**src/rtl/lightsaber_pkg.sv**
```systemverilog
// Shared definitions for the lightsaber blade-length controller.
//   - FSM state encoding (OFF/EXTENDING/ON/RETRACTING)
//   - Length limits (MAX_INT, MAX_DEC, MAX_CM)
//   - len_t: a blade length split into metres and centimetres
//   - to_cm / from_cm: conversion between the split form and total centimetres
package lightsaber_pkg;

   localparam int unsigned MAX_INT = 3;
   localparam int unsigned MAX_DEC = 99;
   localparam int unsigned MAX_CM  = 399;

   // Seven bits are needed to represent every centimetre value from 0 to 99,
   // and to recognise out-of-range requests such as 100.
   localparam int unsigned DEC_W = 7;

   localparam logic [1:0] ST_OFF        = 2'd0;
   localparam logic [1:0] ST_EXTENDING  = 2'd1;
   localparam logic [1:0] ST_ON         = 2'd2;
   localparam logic [1:0] ST_RETRACTING = 2'd3;

   typedef logic [8:0] cm_t;

   typedef struct packed {
      logic [1:0]       int_part;
      logic [DEC_W-1:0] dec_part;
   } len_t;

   function automatic cm_t to_cm(input logic [1:0] int_part, input logic [DEC_W-1:0] dec_part);
      return cm_t'(int_part) * cm_t'(100) + cm_t'(dec_part);
   endfunction

   // Caller guarantees cm <= MAX_CM.
   function automatic len_t from_cm(input cm_t cm);
      len_t r;
      if (cm >= cm_t'(300)) begin
         r.int_part = 2'd3;
         r.dec_part = DEC_W'(cm - cm_t'(300));
      end else if (cm >= cm_t'(200)) begin
         r.int_part = 2'd2;
         r.dec_part = DEC_W'(cm - cm_t'(200));
      end else if (cm >= cm_t'(100)) begin
         r.int_part = 2'd1;
         r.dec_part = DEC_W'(cm - cm_t'(100));
      end else begin
         r.int_part = 2'd0;
         r.dec_part = DEC_W'(cm);
      end
      return r;
   endfunction

endpackage

```
**src/rtl/length_step.sv**
```systemverilog
// length_step: combinational one-step ramp of the blade length.
// Ports:
//   i_up   - 1: extend toward i_tgt (clamped at i_tgt), 0: retract toward 0.
//   i_len  - current length (metres/centimetres).
//   i_tgt  - latched target length, used only when extending.
//   o_len  - length after one step of STEP centimetres, split exactly.
module length_step
   import lightsaber_pkg::*;
#(
   parameter int unsigned STEP = 1
) (
   input  logic i_up,
   input  len_t i_len,
   input  len_t i_tgt,
   output len_t o_len
);

   logic [9:0] w_cur;
   logic [9:0] w_tgt;
   logic [9:0] w_sum;
   logic [9:0] w_next;

   always_comb begin
      w_cur  = {1'b0, to_cm(i_len.int_part, i_len.dec_part)};
      w_tgt  = {1'b0, to_cm(i_tgt.int_part, i_tgt.dec_part)};
      w_sum  = w_cur + 10'(STEP);
      w_next = '0;
      if (i_up) begin
         w_next = (w_sum >= w_tgt) ? w_tgt : w_sum;
         if (w_next > 10'(MAX_CM)) begin
            w_next = 10'(MAX_CM);
         end
      end else begin
         w_next = (w_cur <= 10'(STEP)) ? 10'd0 : (w_cur - 10'(STEP));
      end
      o_len = from_cm(w_next[8:0]);
   end

endmodule

```
**src/rtl/lightsaber_length_ctrl.sv**
```systemverilog
// lightsaber_length_ctrl: blade extend/retract controller with a stepped length ramp.
// Ports:
//   i_clk, i_rst_n        - clock, asynchronous active-low reset.
//   i_ignite, i_retract   - one-cycle extend / retract requests (retract wins).
//   i_tgt_int, i_tgt_dec  - target length (metres, centimetres 0..99).
//   i_step_en             - ramp tick; length moves only when high.
//   o_len_int, o_len_dec  - current length, straight from the length register.
//   o_state               - OFF=0, EXTENDING=1, ON=2, RETRACTING=3.
//   o_blade_on            - state is not OFF.
//   o_done                - registered pulse on entry to ON or OFF.
//   o_err                 - registered pulse when an ignite is rejected.
module lightsaber_length_ctrl
   import lightsaber_pkg::*;
#(
   parameter int unsigned STEP = 1
) (
   input  logic             i_clk,
   input  logic             i_rst_n,
   input  logic             i_ignite,
   input  logic             i_retract,
   input  logic [1:0]       i_tgt_int,
   input  logic [DEC_W-1:0] i_tgt_dec,
   input  logic             i_step_en,
   output logic [1:0]       o_len_int,
   output logic [DEC_W-1:0] o_len_dec,
   output logic [1:0]       o_state,
   output logic             o_blade_on,
   output logic             o_done,
   output logic             o_err
);

   logic [1:0] r_state;
   logic [1:0] w_state_d;
   len_t       r_len;
   len_t       w_len_d;
   len_t       r_tgt;
   len_t       w_tgt_d;
   logic       r_done;
   logic       w_done_d;
   logic       r_err;
   logic       w_err_d;

   len_t       w_len_step;
   len_t       w_new_tgt;
   logic       w_tgt_valid;
   logic       w_ignite_only;

   assign w_new_tgt     = '{int_part: i_tgt_int, dec_part: i_tgt_dec};
   assign w_tgt_valid   = (i_tgt_dec <= DEC_W'(MAX_DEC)) &&
                          (to_cm(i_tgt_int, i_tgt_dec) != '0);
   // A simultaneous retract overrides ignite in every state.
   assign w_ignite_only = i_ignite && !i_retract;

   length_step #(
      .STEP (STEP)
   ) u_length_step (
      .i_up  (r_state != ST_RETRACTING),
      .i_len (r_len),
      .i_tgt (r_tgt),
      .o_len (w_len_step)
   );

   always_comb begin
      w_state_d = r_state;
      w_len_d   = r_len;
      w_tgt_d   = r_tgt;
      w_done_d  = 1'b0;
      w_err_d   = 1'b0;
      case (r_state)
         ST_OFF: begin
            if (w_ignite_only) begin
               if (w_tgt_valid) begin
                  w_tgt_d   = w_new_tgt;
                  w_state_d = ST_EXTENDING;
               end else begin
                  w_err_d = 1'b1;
               end
            end
         end
         ST_EXTENDING: begin
            if (i_retract) begin
               w_state_d = ST_RETRACTING;
            end else if (i_step_en) begin
               w_len_d = w_len_step;
               if (w_len_step == r_tgt) begin
                  w_state_d = ST_ON;
                  w_done_d  = 1'b1;
               end
            end
         end
         ST_ON: begin
            if (i_retract) begin
               w_state_d = ST_RETRACTING;
            end
         end
         ST_RETRACTING: begin
            if (w_ignite_only && w_tgt_valid) begin
               // Re-ignite: length holds this cycle, ramp resumes upward.
               w_tgt_d   = w_new_tgt;
               w_state_d = ST_EXTENDING;
            end else begin
               // A rejected ignite reports err but does not interrupt the ramp.
               w_err_d = w_ignite_only;
               if (i_step_en) begin
                  w_len_d = w_len_step;
                  if (w_len_step == '0) begin
                     w_state_d = ST_OFF;
                     w_done_d  = 1'b1;
                  end
               end
            end
         end
      endcase
   end

   always_ff @(posedge i_clk or negedge i_rst_n) begin
      if (!i_rst_n) begin
         r_state <= ST_OFF;
         r_len   <= '0;
         r_tgt   <= '0;
         r_done  <= 1'b0;
         r_err   <= 1'b0;
      end else begin
         r_state <= w_state_d;
         r_len   <= w_len_d;
         r_tgt   <= w_tgt_d;
         r_done  <= w_done_d;
         r_err   <= w_err_d;
      end
   end

   assign o_len_int  = r_len.int_part;
   assign o_len_dec  = r_len.dec_part;
   assign o_state    = r_state;
   assign o_blade_on = (r_state != ST_OFF);
   assign o_done     = r_done;
   assign o_err      = r_err;

endmodule

```
**config.mk**
```make
export PLATFORM = sky130hd
export DESIGN_NAME = lightsaber_length_ctrl
export DESIGN_NICKNAME = d
export VERILOG_FILES = /design/src/rtl/lightsaber_pkg.sv /design/src/rtl/length_step.sv /design/src/rtl/lightsaber_length_ctrl.sv
export SDC_FILE = /design/constraint.sdc
export NUM_CORES = 1
export LEC_CHECK = 0
export ABC_AREA = 1
export CORE_UTILIZATION = 49
export CTS_BUF_LIST = sky130_fd_sc_hd__clkbuf_4 sky130_fd_sc_hd__clkbuf_8
export CTS_CLUSTER_DIAMETER = 50
export CTS_CLUSTER_SIZE = 16
export DETAILED_ROUTE_END_ITERATION = 16
export DONT_BUFFER_PORTS = 1
export PLACE_DENSITY = 0.72
export SLEW_MARGIN = 20
export SYNTH_ARGS = -nofsm -noshare
export SYNTH_HDL_FRONTEND = slang
export SYNTH_SLANG_ARGS = --single-unit
```
**constraint.sdc**
```tcl
create_clock -name i_clk -period 9.7 [get_ports i_clk]
set_clock_uncertainty 0.1 [all_clocks]
set_input_delay 2.91 -clock i_clk [delete_from_list [all_inputs] [get_ports i_clk]]
set_output_delay 2.91 -clock i_clk [all_outputs]
set_load 0.02 [all_outputs]
```
==> reports/qor.txt, run 1 <==
outcome -> finished, final reports clean
IO Count -> 28
period utilisation layout -> 0.605
DP Wirelength -> 7080 um
Clock Tree Root -> clkbuf_8
sequential area share after synthesis -> 0.160
post-synthesis register bit count -> 22
Post CTS Setup Buffer Count -> 0
RSZ-0062 raised after global routing -> no
area of the multi-input gates -> 2510 um2
fill cell count -> 680
initial antenna violation count -> 0
DR vias/cell -> 5.14
Hold Fails Final Rpt -> 0
TritonRoute pass-1 iters -> 4
CTS Buffer Depth -> 2
DR WL/cell -> 13.1 um
CTS clk-pin slew, worst paths -> 80 ps
Critical Path Source Type -> register
Critical Path Max Stage Delay -> 500 ps
Reg area -> 551 um2
CTS tree -> built
post-CTS sizing -> 0
max_cap viols -> 0
final setup TNS -> 0 ps
Initial Utilization -> 0.506
Layout area overhead -> 4.00%
Syn Inst Count -> 540
vias in the first global route -> 3,263
Crit Path Max Fanout -> 14
Hold/Removal Path Class -> register to register
Core Region -> 6790 um2
mapped cell area -> 3440 um2
CTS H-Tree Depth -> 1
FP Rows -> 30
via count -> 3,256
CTS buffer count -> 3
Avg Inst Size Synth -> 6.37 um2
Die Height -> 85.8 um
most frequent CP cell -> nand2_1
Die W -> 85.8 um
Synth Net Count -> 597
Cell variety after synth -> 44
Final min period -> 5860 ps
Max stage delay cell, worst path -> dfrtp_1
critical path capture point type -> register
DRT antenna net count -> 0
first-pass GRT wire length -> 14,700 um
antenna cells -> 0
DR iter-0 viols -> 159
Die ar. -> 7360 um2
total gr overflow -> 0
final setup vio count -> 0
worst-skew pair later-pin latency -> 270 ps
nets@finish -> 595
GPL Wtd Cong -> 0.959
Slew Viols, Final -> 0
layout cells sized above 1 -> 0.104
yosys warns -> 0
final WL -> 8270 um
largest net degree at the start of global routing -> 23
Global Route Usage Sum -> 0.248
# clock sinks -> 22
WP data required -> 9770 ps
Slew HR -> 0.342
CTS Hold Bufs -> 0
Buffers on Ports -> 0
worst-margin pin slew -> 987 ps
Crit Path Class -> register to register
Worst EP arrival -> 5930 ps
fmax -> 171 MHz
DRC Markers -> 0
layout by cell type, fill, tap and decap left out, types with 6 or more instances in the layout:
cell type,count
a21oi_1,14
dfrtp_1,22
ha_1,40
inv_1,76
nand2_1,171
nand2_2,19
nand3_1,40
nand3_2,10
nand4_1,8
nor2_1,32
nor3_1,6
o21ai_0,30
xor2_1,17
cell families after synthesis:
family	share of synthesized area
and+or+nand+nor	0.414
AOI/OAI and AO/OA	0.100
DFF	0.160
xor gates and xnor gates	0.0531
adders and majority gates	0.163
buffers and inverters	0.109
metal layers:
metal	share of wire	up-vias	wire, um	GRT usage
met4	0.038	0	316	0.123
met1	0.44	1452	3630	0.301
met2	0.48	71	3940	0.438
li1	-	1710	-	-
met5	0	-	0	0
met3	0.046	23	384	0.0250
flip-flops by register name, indices dropped and copies added, names as in the netlist:
name / cells
o_done: 1
o_err: 1
o_len_dec: 7
o_len_int: 2
o_state: 2
r_tgt: 9
metrics by stage:
step	hold slack [ps]	cell area [um2]	setup WS [ps]	std cells	utilization
global placement	500	3510	3730	629	0.516
global route	538	3580	3210	633	0.527
floorplan	454	3440	4370	540	-
CTS	514	3580	3900	633	0.527
finish	522	3580	3840	633	0.527
detailed placement	501	3510	3660	629	0.516
cell usage after synthesis:
library cell	instances	area (um2)
dfrtp_1	22	551
nand2_2	19	119
buf_6	2	22.5
clkinv_1	3	11.3
and3_1	1	6.26
clkinv_2	1	5.00
o211ai_1	2	15.0
nand3_2	10	100
nand3b_4	1	20.0
inv_1	76	285
or2_1	1	6.26
xor2_1	17	149
nor4b_1	1	8.76
o311ai_0	1	8.76
a21oi_4	2	32.5
fa_1	3	60.1
o21ai_0	30	150
nor2_2	3	18.8
nand3b_1	2	15.0
and2_4	1	8.76
buf_8	1	15.0
ha_1	40	500
inv_4	1	6.26
nor2_1	32	120
o22ai_1	2	12.5
o2111ai_1	1	8.76
a21oi_2	1	8.76
nand2_1	171	642
a211oi_1	1	7.51
buf_2	1	5.00
or2_2	2	12.5
xnor2_1	2	17.5
nand4_1	8	50.1
xnor2_2	1	16.3
nand2_4	5	56.3
inv_2	4	15.0
o31ai_1	2	15.0
o21ai_1	3	15.0
clkbuf_1	2	7.51
a21oi_1	14	70.1
nand3_1	40	200
buf_1	1	3.75
nor3_1	6	30.0
nor2_4	1	11.3
layout make-up:
cell class / instances / share of cell area
multi-input cells: 426 / 0.702
inverters: 85 / 0.0902
well taps: 96 / 0.0336
clock inverters: 1 / 0.00839
clock buffers: 3 / 0.0115
flip-flops and latches: 22 / 0.154
path summary, 6_finish.rpt:
kind	startpoint	endpoint	slack [ps]	cells past startpoint
max	o_len_int[0]	o_state[0]	3840	38
min	r_tgt[2]	r_tgt[2]	520	2
max reg2reg	o_len_int[0]	o_state[0]	3840	38
min reg2reg	r_tgt[2]	r_tgt[2]	520	2
max in group asynchronous	i_rst_n	r_tgt[6]	7200	0
min in group asynchronous	i_rst_n	o_len_dec[6]	2220	0
worst max-delay path: cells and delay by family, from the launching register on:
kind                       cells  cell delay (ps)
and+or+nand+nor               26             2800
adders and majority gates      4             1210
DFF                            1              500
AOI/OAI and AO/OA              3              460
xor gates and xnor gates       1              380
buffers and inverters          4              320
Power of run 1 is left out: the tool's default activity adds up to more than one toggle a clock period on the data nets, which glitch-free logic cannot reach.
==> run 2, diff against run 1 <==
- PLACE_DENSITY: 0.72 -> 0.74
- clock period: 9.7 -> 5.3 ns (I/O delays scaled with it)
==> reports/qor.txt, run 2 (same netlist as run 1, synthesis figures left out) <==
final WL -> 9970 um
initial antenna violation count -> 0
RSZ-0062 raised after global routing -> yes
Critical Path Max Stage Delay -> 550 ps
Worst R2R End -> o_state[0]
DRT antenna net count -> 0
worst hold start -> r_tgt[5]
CTS Hold Bufs -> 0
most frequent cells in the layout -> 136 x nand2_1, 67 x inv_1, 43 x nand2_2
TritonRoute pass-1 iters -> 5
via count -> 3,636
Final min period -> 5200 ps
final setup vio count -> 0
fill cell count -> 571
Buffers on Ports -> 0
FP Rows -> 30
first-pass GRT wire length -> 14,100 um
CTS Buffer Depth -> 2
Die ar. -> 7360 um2
max_cap viols -> 0
Clock Tree Root -> clkbuf_8
CP Depth -> 39
Die W -> 85.8 um
Slew Viols, Final -> 0
GPL Wtd Cong -> 0.933
# clock sinks -> 22
reg2reg start -> o_len_int[0]
DR vias/cell -> 5.34
DR iter-0 viols -> 188
Die Height -> 85.8 um
Max stage delay cell, worst path -> fa_2
outcome -> finished, final reports clean
Layout area overhead -> 28.8%
nets@finish -> 643
worst-skew pair later-pin latency -> 270 ps
IO Count -> 28
Hold Fails Final Rpt -> 0
largest net degree at the start of global routing -> 23
most common cell after layout, fill and taps aside -> nand2_1
fmax -> 192 MHz
Worst EP arrival -> 5260 ps
Largest delay share family, worst path -> simple AND/OR/NAND/NOR gates
Core Region -> 6790 um2
critical path capture point type -> register
Hold Path Cell Cnt -> 2
CTS tree -> built
Critical Path Source Type -> register
Crit Path Max Fanout -> 7
CTS clk-pin slew, worst paths -> 80 ps
worst-margin pin slew -> 613 ps
Crit Path Class -> register to register
vias in the first global route -> 3,135
total gr overflow -> 0
Hold/Removal Path Class -> register to register
Slew HR -> 0.591
CTS buffer count -> 3
period utilisation layout -> 0.981
Global Route Usage Sum -> 0.241
r2r setup slk -> 100 ps
CP Buf/Inv Count -> 5
DR WL/cell -> 14.6 um
layout cells sized above 1 -> 0.304
Top reg by flops -> r_tgt
max FFs per register -> 9
DP Wirelength -> 7030 um
worst hold slack -> 524 ps
DRC Markers -> 0
antenna cells -> 0
hold endpoint -> r_tgt[5]
Reg2Reg Depth -> 39
most frequent CP cell -> nand2_2
WP data required -> 5360 ps
Initial Utilization -> 0.506
CTS H-Tree Depth -> 1
-- run 2: cell count changes in the layout (fill, tap and decap cells not counted), sizes merged --
cell	delta
nand3	+1
inv	+1
clkinv	-1
buf	+46
nand2	+1
-- run 2: repair_timing --
action | CTS | global route
gates cloned | 0 | 2
gates resized for setup | 7 | 117
buffers inserted | 3 | 24
endpoints found under the setup margin | 3 | 4
pin swaps | 5 | 55
-- run 2: layer usage --
metal  up-vias  global-route usage  share of wire
li1       1816                   -              -
met1      1670               0.296           0.41
met2       110               0.436           0.51
met3        40              0.0366          0.041
met4         0              0.0697          0.036
met5         -                   0              0
-- run 2: final cells by class --
| cell class | instances | area (um2) | share of cell area |
|---|---|---|---|
| clock inverters | 1 | 30.0 | 0.00678 |
| multi-input cells | 428 | 2990 | 0.674 |
| clock buffers | 3 | 41.3 | 0.00932 |
| repair buffers | 46 | 364 | 0.0822 |
| well taps | 96 | 120 | 0.0271 |
| flip-flops and latches | 22 | 551 | 0.124 |
| inverters | 85 | 339 | 0.0765 |
-- run 2: worst register-to-register path: cells and delay by family (launching register included) --
kind                       cells  cell delay, ps
and+or+nand+nor               29            2870
adders and majority gates      4            1110
DFF                            1             440
buffers and inverters          5             420
AOI/OAI and AO/OA              1             160
-- run 2: how the worst max path moves through the flow --
stage / from / to
CTS: o_len_int[0] / o_state[0]
global placement: o_len_int[0] / o_state[0]
finish: o_len_int[0] / o_state[0]
floorplan: o_len_int[0] / o_state[0]
global route: o_len_int[0] / o_state[0]
detailed placement: o_len_int[0] / o_state[0]
-- run 2: per-stage QoR --
| step | TNS [ps] | worst slack, ps | instances | cell area [um2] | util |
|---|---|---|---|---|---|
| 2_1_floorplan | 0 | 204 | 540 | 3440 | - |
| 3_3_place_gp | -11.0 | -5.87 | 648 | 3650 | 0.537 |
| 3_5_place_dp | -294 | -154 | 648 | 3650 | 0.537 |
| 4_1_cts | 0 | 29.5 | 655 | 3770 | 0.555 |
| 5_1_grt | -355 | -161 | 681 | 4430 | 0.652 |
| 6_report | 0 | 101 | 681 | 4430 | 0.652 |
Power of run 2 is left out for the same reason.
==> run 3, diff against run 2 <==
- CELL_PAD_IN_SITES_DETAIL_PLACEMENT: default -> 0
- CELL_PAD_IN_SITES_GLOBAL_PLACEMENT: default -> 1
- CORE_UTILIZATION: 49 -> 43
- PLACE_DENSITY: 0.74 -> 0.88
==> reports/qor.txt, run 3 (same netlist as run 1, synthesis figures left out) <==
Max stage delay cell, worst path -> fa_2
Layout Utilization -> 0.576
CTS buffer count -> 3
Buffers on Ports -> 0
worst-skew pair later-pin latency -> 260 ps
Slew HR -> 0.498
Hold/Removal Path Class -> register to register
outcome -> finished, final reports clean
Hold Path Cell Cnt -> 2
Critical Path Source Type -> register
critical path capture point type -> register
DRT antenna net count -> 0
total gr overflow -> 0
final WL -> 9720 um
Reg2Reg Depth -> 37
TritonRoute pass-1 iters -> 5
DR vias/cell -> 5.15
Clock Tree Root -> clkbuf_8
CTS tree -> built
RSZ-0062 raised after global routing -> yes
antenna cells -> 0
DRC Markers -> 0
Initial Utilization -> 0.445
WP data required -> 5360 ps
most frequent CP cell -> nand2_1
Die Height -> 91.4 um
Die ar. -> 8360 um2
max FFs per register -> 9
CTS Buffer Depth -> 2
via count -> 3,548
most common cell after layout, fill and taps aside -> nand2_1
most frequent cells in the layout -> 140 x nand2_1, 68 x inv_1, 42 x nand2_2
worst hold slack -> 507 ps
DR WL/cell -> 14.1 um
Top reg by flops -> r_tgt
fmax -> 195 MHz
final setup TNS -> 0 ps
DP Wirelength -> 7380 um
Crit Path Max Fanout -> 7
Worst EP arrival -> 5180 ps
Hold Fails Final Rpt -> 0
FP Rows -> 32
nets@finish -> 645
largest net degree at the start of global routing -> 23
period utilisation layout -> 0.967
Slew Viols, Final -> 0
Global Route Usage Sum -> 0.221
Crit Path Class -> register to register
CTS clk-pin slew, worst paths -> 80 ps
Layout area overhead -> 29.5%
max_cap viols -> 0
first-pass GRT wire length -> 15,000 um
GPL Wtd Cong -> 0.912
final setup vio count -> 0
# clock sinks -> 22
initial antenna violation count -> 0
worst-margin pin slew -> 748 ps
layout cells sized above 1 -> 0.317
vias in the first global route -> 3,317
CTS H-Tree Depth -> 1
IO Count -> 28
DR iter-0 viols -> 144
Die W -> 91.4 um
Core Region -> 7730 um2
Critical Path Max Stage Delay -> 530 ps
Final min period -> 5120 ps
-- run 3: cell types whose count changed in the layout (fill, tap and decap cells not counted), moves of 3 or more --
| cell | change |
|---|---|
| buf_6 | +3 |
| ha_1 | -3 |
| nand2_1 | +4 |
| nor2_2 | +3 |
-- run 3: path summary, 6_finish.rpt --
| check | startpoint | end | slack [ps] |
|---|---|---|---|
| setup / recovery | o_len_int[0] | o_state[0] | 180 |
| max in group asynchronous | i_rst_n | r_tgt[7] | 4100 |
| hold reg to reg | r_tgt[6] | r_tgt[6] | 510 |
| setup reg to reg | o_len_int[0] | o_state[0] | 180 |
| min in group asynchronous | i_rst_n | o_state[1] | 910 |
| hold / removal | r_tgt[6] | r_tgt[6] | 510 |
-- run 3: final cells by class --
| cell class | instances | area [um2] |
|---|---|---|
| inverter | 85 | 332 |
| sequential | 22 | 553 |
| timing repair buffer | 49 | 405 |
| clock buffer | 3 | 41.3 |
| multi-input combinational | 427 | 2970 |
| tap | 102 | 128 |
| fill | 711 | 3270 |
| clock inverter | 1 | 30.0 |
-- run 3: timing repair --
action                                  in CTS  in global routing
endpoints found under the setup margin       3                  5
pin swaps                                    2                 47
hold buffers                                 0                  0
resized for setup                            2                122
cloned                                       0                  1
setup buffers                                2                 22
-- run 3: worst max-delay path, delay by kind of cell, from the launching register on --
kind            cells  cell delay (ps)
simple gates       28             2940
compound gates      2              210
buf+inv             4              390
flops               1              410
fa+ha+maj           3              950
-- run 3: through the flow --
stage	cell area [um2]	instances	setup slack (ps)
6_report	4450	689	176
5_1_grt	4450	689	-180
4_1_cts	3800	666	5.30
3_5_place_dp	3700	660	-112
3_3_place_gp	3700	660	41.8
2_1_floorplan	3440	540	204
-- run 3: layer usage --
metal	track usage	vias up	wire [um]
met1	0.270	1635	4240
met4	0.0754	0	290
met3	0.0168	24	211
met5	0	-	0
met2	0.405	72	4980
li1	-	1817	-
Power of run 3 is left out for the same reason.
